**config.mk**
```make
export PLATFORM = sky130hd
export DESIGN_NAME = div8_ctrl
export DESIGN_NICKNAME = d
export VERILOG_FILES = /design/src/rtl/div8_pkg.sv /design/src/rtl/div8_iter_cnt.sv /design/src/rtl/div8_ctrl.sv
export SDC_FILE = /design/constraint.sdc
export NUM_CORES = 1
export LEC_CHECK = 0
export CELL_PAD_IN_SITES_DETAIL_PLACEMENT = 2
export CELL_PAD_IN_SITES_GLOBAL_PLACEMENT = 2
export CORE_MARGIN = 2
export CORE_UTILIZATION = 25
export CTS_BUF_LIST = sky130_fd_sc_hd__clkbuf_16
export DETAILED_ROUTE_END_ITERATION = 10
export PLACE_DENSITY_LB_ADDON = 0.1
export SYNTH_ARGS = -nofsm -noshare
export SYNTH_HDL_FRONTEND = slang
export SYNTH_HIERARCHICAL = 1
export SYNTH_SLANG_ARGS = --single-unit
```
**constraint.sdc**
```tcl
create_clock -name clk -period 3.5 [get_ports clk]
set_input_delay 0.525 -clock clk [delete_from_list [all_inputs] [get_ports clk]]
set_output_delay 0.525 -clock clk [all_outputs]
set_load 0.05 [all_outputs]
```
**src/rtl/div8_pkg.sv**
```systemverilog
// div8 shared types and constants.
// DIV8_DBZ_EN (optional) enables early divide-by-zero exit in div8_ctrl.
package div8_pkg;

   localparam int DIV_WIDTH = 8;
   localparam int ITER_W    = $clog2(DIV_WIDTH);

   typedef enum logic [1:0] {
      ST_IDLE = 2'd0,
      ST_LOAD = 2'd1,
      ST_CALC = 2'd2,
      ST_DONE = 2'd3
   } state_t;

endpackage

```
**src/rtl/div8_iter_cnt.sv**
```systemverilog
// div8 iteration counter.
// Loadable down-counter that parks at zero and flags it.
module div8_iter_cnt
   import div8_pkg::*;
#(
   parameter int W = ITER_W
) (
   input  logic         clk,
   input  logic         rst,
   input  logic         load,
   input  logic         dec,
   input  logic [W-1:0] ld_val,
   output logic [W-1:0] cnt,
   output logic         zero
);

   // load wins over decrement; never wraps below zero
   always_ff @(posedge clk) begin
      if (rst)
         cnt <= '0;
      else if (load)
         cnt <= ld_val;
      else if (dec && (cnt != '0))
         cnt <= cnt - W'(1);
   end

   assign zero = (cnt == '0);

endmodule

```
**src/rtl/div8_ctrl.sv**
```systemverilog
// div8 restoring divider sequencing controller.
// DIV8_DBZ_EN: when defined, a zero divisor exits LOAD straight to DONE with err.
module div8_ctrl
   import div8_pkg::*;
#(
   parameter int WIDTH = DIV_WIDTH
) (
   input  logic                     clk,
   input  logic                     rst,
   input  logic                     start,
   input  logic                     dvsr_zero,
   input  logic                     borrow,
   output logic                     ld_en,
   output logic                     sh_en,
   output logic                     keep_sel,
   output logic                     q_bit,
   output logic                     busy,
   output logic                     done,
   output logic                     err,
   output logic [$clog2(WIDTH)-1:0] iter
);

   localparam int IW = $clog2(WIDTH);

   localparam logic [1:0] IDLE = 2'(ST_IDLE);
   localparam logic [1:0] LOAD = 2'(ST_LOAD);
   localparam logic [1:0] CALC = 2'(ST_CALC);
   localparam logic [1:0] DONE = 2'(ST_DONE);

   logic [1:0] state;
   logic [1:0] nxt;
   logic       cnt_zero;

   // next-state: start only honoured in IDLE and DONE
   always_comb begin
      nxt = state;
      unique case (state)
         IDLE: if (start) nxt = LOAD;
         LOAD: begin
            nxt = CALC;
`ifdef DIV8_DBZ_EN
            if (dvsr_zero) nxt = DONE;
`endif
         end
         CALC: if (cnt_zero) nxt = DONE;
         DONE: nxt = start ? LOAD : IDLE;
      endcase
   end

   // state register
   always_ff @(posedge clk) begin
      if (rst)
         state <= IDLE;
      else
         state <= nxt;
   end

   // iter holds WIDTH-1 on the first CALC cycle, 0 on the last
   div8_iter_cnt #(
      .W (IW)
   ) u_cnt (
      .clk    (clk),
      .rst    (rst),
      .load   (state == LOAD),
      .dec    (state == CALC),
      .ld_val (IW'(WIDTH - 1)),
      .cnt    (iter),
      .zero   (cnt_zero)
   );

`ifdef DIV8_DBZ_EN
   // err cleared entering LOAD, captured entering DONE
   always_ff @(posedge clk) begin
      if (rst)
         err <= 1'b0;
      else if (nxt == LOAD && state != LOAD)
         err <= 1'b0;
      else if (state == LOAD && nxt == DONE)
         err <= dvsr_zero;
   end
`else
   logic unused_dz;
   assign unused_dz = dvsr_zero;
   assign err       = 1'b0;
`endif

   assign ld_en    = (state == LOAD);
   assign sh_en    = (state == CALC);
   assign busy     = (state == LOAD) || (state == CALC);
   assign done     = (state == DONE);
   assign keep_sel = (state == CALC) && !borrow;
   assign q_bit    = (state == CALC) && !borrow;

endmodule

```
==> results.yml <==
setup_path:
  r2r_slack_ns: 1.95
  end_kind: "output pin"
  cp_data_required_time_ns: 2.97
  cp_max_fo: 4
  critPathLaunchType: "register"
  cp_data_arrival_time_ns: 2.04
  setup.worst_path.class: "register to output pin"
sta:
  rsz0062_at_grt: "false"
  finalHoldWorstSlack_ns: 0.543
  min_period_over_period: 0.732
  fin_worst_skew_ns: 0.00505
  setup_viol: 0
  worst-slew-pin-transition_ns: 0.501
  hold_viol: 0
  max_slew_margin: 0.665
  min_period_ns: 2.56
  maxSlewViolCount: 0
  tns_ns: 0
  fmax_ghz: 0.391
min_path:
  hp-class: "register to register"
synth:
  yosysWarnings: 6
  synth.distinct_cells: 19
  netlist_top_cells_count: "ha_1, inv_1, dfxtp_1"
  yosys-top-cells-area: "dfxtp_1, ha_1, nand2b_4"
  synth_area_per_cell_um2: 9.07
  ys.flop_type: "dfxtp_1"
  synth_top_area_share: 0.251
  netlist_area_um2: 399
  ys_seq_area_frac: 0.251
  ys_async_sr_fraction: 0
  yosysMostFrequentCell: "ha_1"
  syn_inst: 44
  synth_top_area_cell: "dfxtp_1"
  synth_edf_count: 0
  ys_ff_latch: 5
route:
  routedWlPerCell_um: 14.8
  final_antenna_net_count: 0
  drc_errors: 0
  viasPerCell: 4.64
  drt-pass1-iter-count: 2
  num_vias: 353
  drt_iter0_markers: 1
  wirelength_mm: 1.13
global_routing:
  busiest_layer: "met2"
  antenna_found_initial: 0
  grt_max_degree: 10
  use_met1: 0.150
  gr-total-overflow: 0
  gr-usage-met2: 0.279
  grt_pass1_vias: 405
  grtUsageTotal: 0.147
  met3_usage: 0.0250
  grt_pass1_wl_mm: 1.99
clock_tree:
  post-cts-setup-buffers: 0
  cts_sinks: 5
  clockRootBuffer: "clkbuf_16"
  ctsResizeCount: 0
  hold_buffers: 0
  htreeDepth: 1
  numCtsBuffers: 3
  clk_path_buf_depth: 2
  cts.clk_slew.worst_paths_ns: 0.04
  cts_tree: "yes"
  clkLatencyLatePin_ns: 0.23
flow_run:
  cap_violations: 0
place:
  place_area_um2: 532
  port_buffers: 12
  hpwl_um: 861
  dp.cells: 72
  routabilityCongestion: 0.635
die:
  ios: 15
  die_w_um: 44.0
  die_height_um: 44.0
  fp.dieArea_um2: 1930
  rows: 14
  start_util: 0.265
  core_area_um2: 1510
power:
  clock_power_share: 0.255
  power_frac_seq: 0.142
  p_leak_nw: 0.278
  intPower_uw: 404
  peakVddDrop_mv: 0.491
  p_sw_frac: 0.458
  power_density_nw_per_um2: 1220
  combPwrFrac: 0.602
  power.net_switching_uw: 342
finish:
  fin_area_um2: 611
  n_antenna_cell: 0
  fin_cells: 76
  syn_to_final_growth_pct: 53.0
  multi_input_area_um2: 269
  fillers: 175
  drive_gt1_frac: 0.117
  nNetsFinal: 73
  register_area_um2: 100
outcome:
  run_status: "completed"
-- cells by family after synthesis --
| group | share of synthesized area |
|---|---|
| and+or+nand+nor | 0.238 |
| DFF | 0.251 |
| buffers and inverters | 0.0940 |
| adders and majority gates | 0.219 |
| xor gates and xnor gates | 0.0219 |
| other | 0.0188 |
| AOI/OAI and AO/OA | 0.157 |
-- worst max-delay path, stage by stage (launching register included) --
cell and delay [ns]:
dfxtp_1 0.33, inv_1 0.14, ha_1 0.32, nor2b_1 0.20, clkdlybuf4s50_1 0.82
-- cells in the final DEF (no fill, tap or decap) --
| master | n |
|---|---|
| and3_1 | 1 |
| nand2_1 | 2 |
| nand2b_4 | 3 |
| a31oi_1 | 3 |
| inv_1 | 7 |
| a21oi_1 | 2 |
| a211oi_1 | 1 |
| conb_1 | 4 |
| clkdlybuf4s50_1 | 12 |
| or3_1 | 2 |
| a311oi_1 | 1 |
| xnor2_1 | 1 |
| ha_1 | 7 |
| clkbuf_16 | 3 |
| o21ba_1 | 1 |
| dfxtp_1 | 5 |
| nand3b_1 | 2 |
| or2_2 | 1 |
| nor2b_1 | 1 |
| o21a_1 | 1 |
-- path summary, 6_finish.rpt --
path | start | cells past startpoint | to
max | state[0]$_SDFFE_PP0P_ | 4 | q_bit
min | u_cnt/cnt[1]$_SDFFE_PP0P_ | 2 | u_cnt/cnt[1]$_SDFFE_PP0P_
max reg2reg | u_cnt/cnt[0]$_SDFFE_PP0P_ | 6 | u_cnt/cnt[2]$_SDFFE_PP0P_
min reg2reg | u_cnt/cnt[1]$_SDFFE_PP0P_ | 2 | u_cnt/cnt[1]$_SDFFE_PP0P_
-- layout make-up --
class                      count  area share
clock buffer                   3       0.123
inverter                       6      0.0369
tap                           16      0.0328
multi-input combinational     33       0.441
sequential                     5       0.164
clock inverter                 1     0.00615
timing repair buffer          12       0.197
-- power by group through the flow --
stage                     clock, mW  sequential (mW)  combinational (mW)
after floorplan                   0            0.147               0.286
after global placement            0            0.103               0.425
after detailed placement          0            0.105               0.448
after CTS                     0.193            0.107               0.456
after global routing          0.197            0.110               0.484
final                         0.190            0.106               0.449
-- state kept, by name, indices dropped and copies added, names as in the netlist --
signal and flops:
u_cnt/cnt 3, state 2
-- metal layers --
metal	part of all wire	wire length, um
met5	0	0
met4	0.015	17
met3	0.044	50
met2	0.55	625
met1	0.38	434
-- metrics by stage --
stage | util | setup WS, ns | power (mW)
6_report | 0.405 | 0.939 | 0.745
5_1_grt | 0.405 | 0.796 | 0.792
4_1_cts | 0.405 | 0.905 | 0.756
3_5_place_dp | 0.353 | 1.09 | 0.554
3_3_place_gp | 0.353 | 1.10 | 0.528
2_1_floorplan | - | 0.778 | 0.433
(Power assumes the default switching activity.)
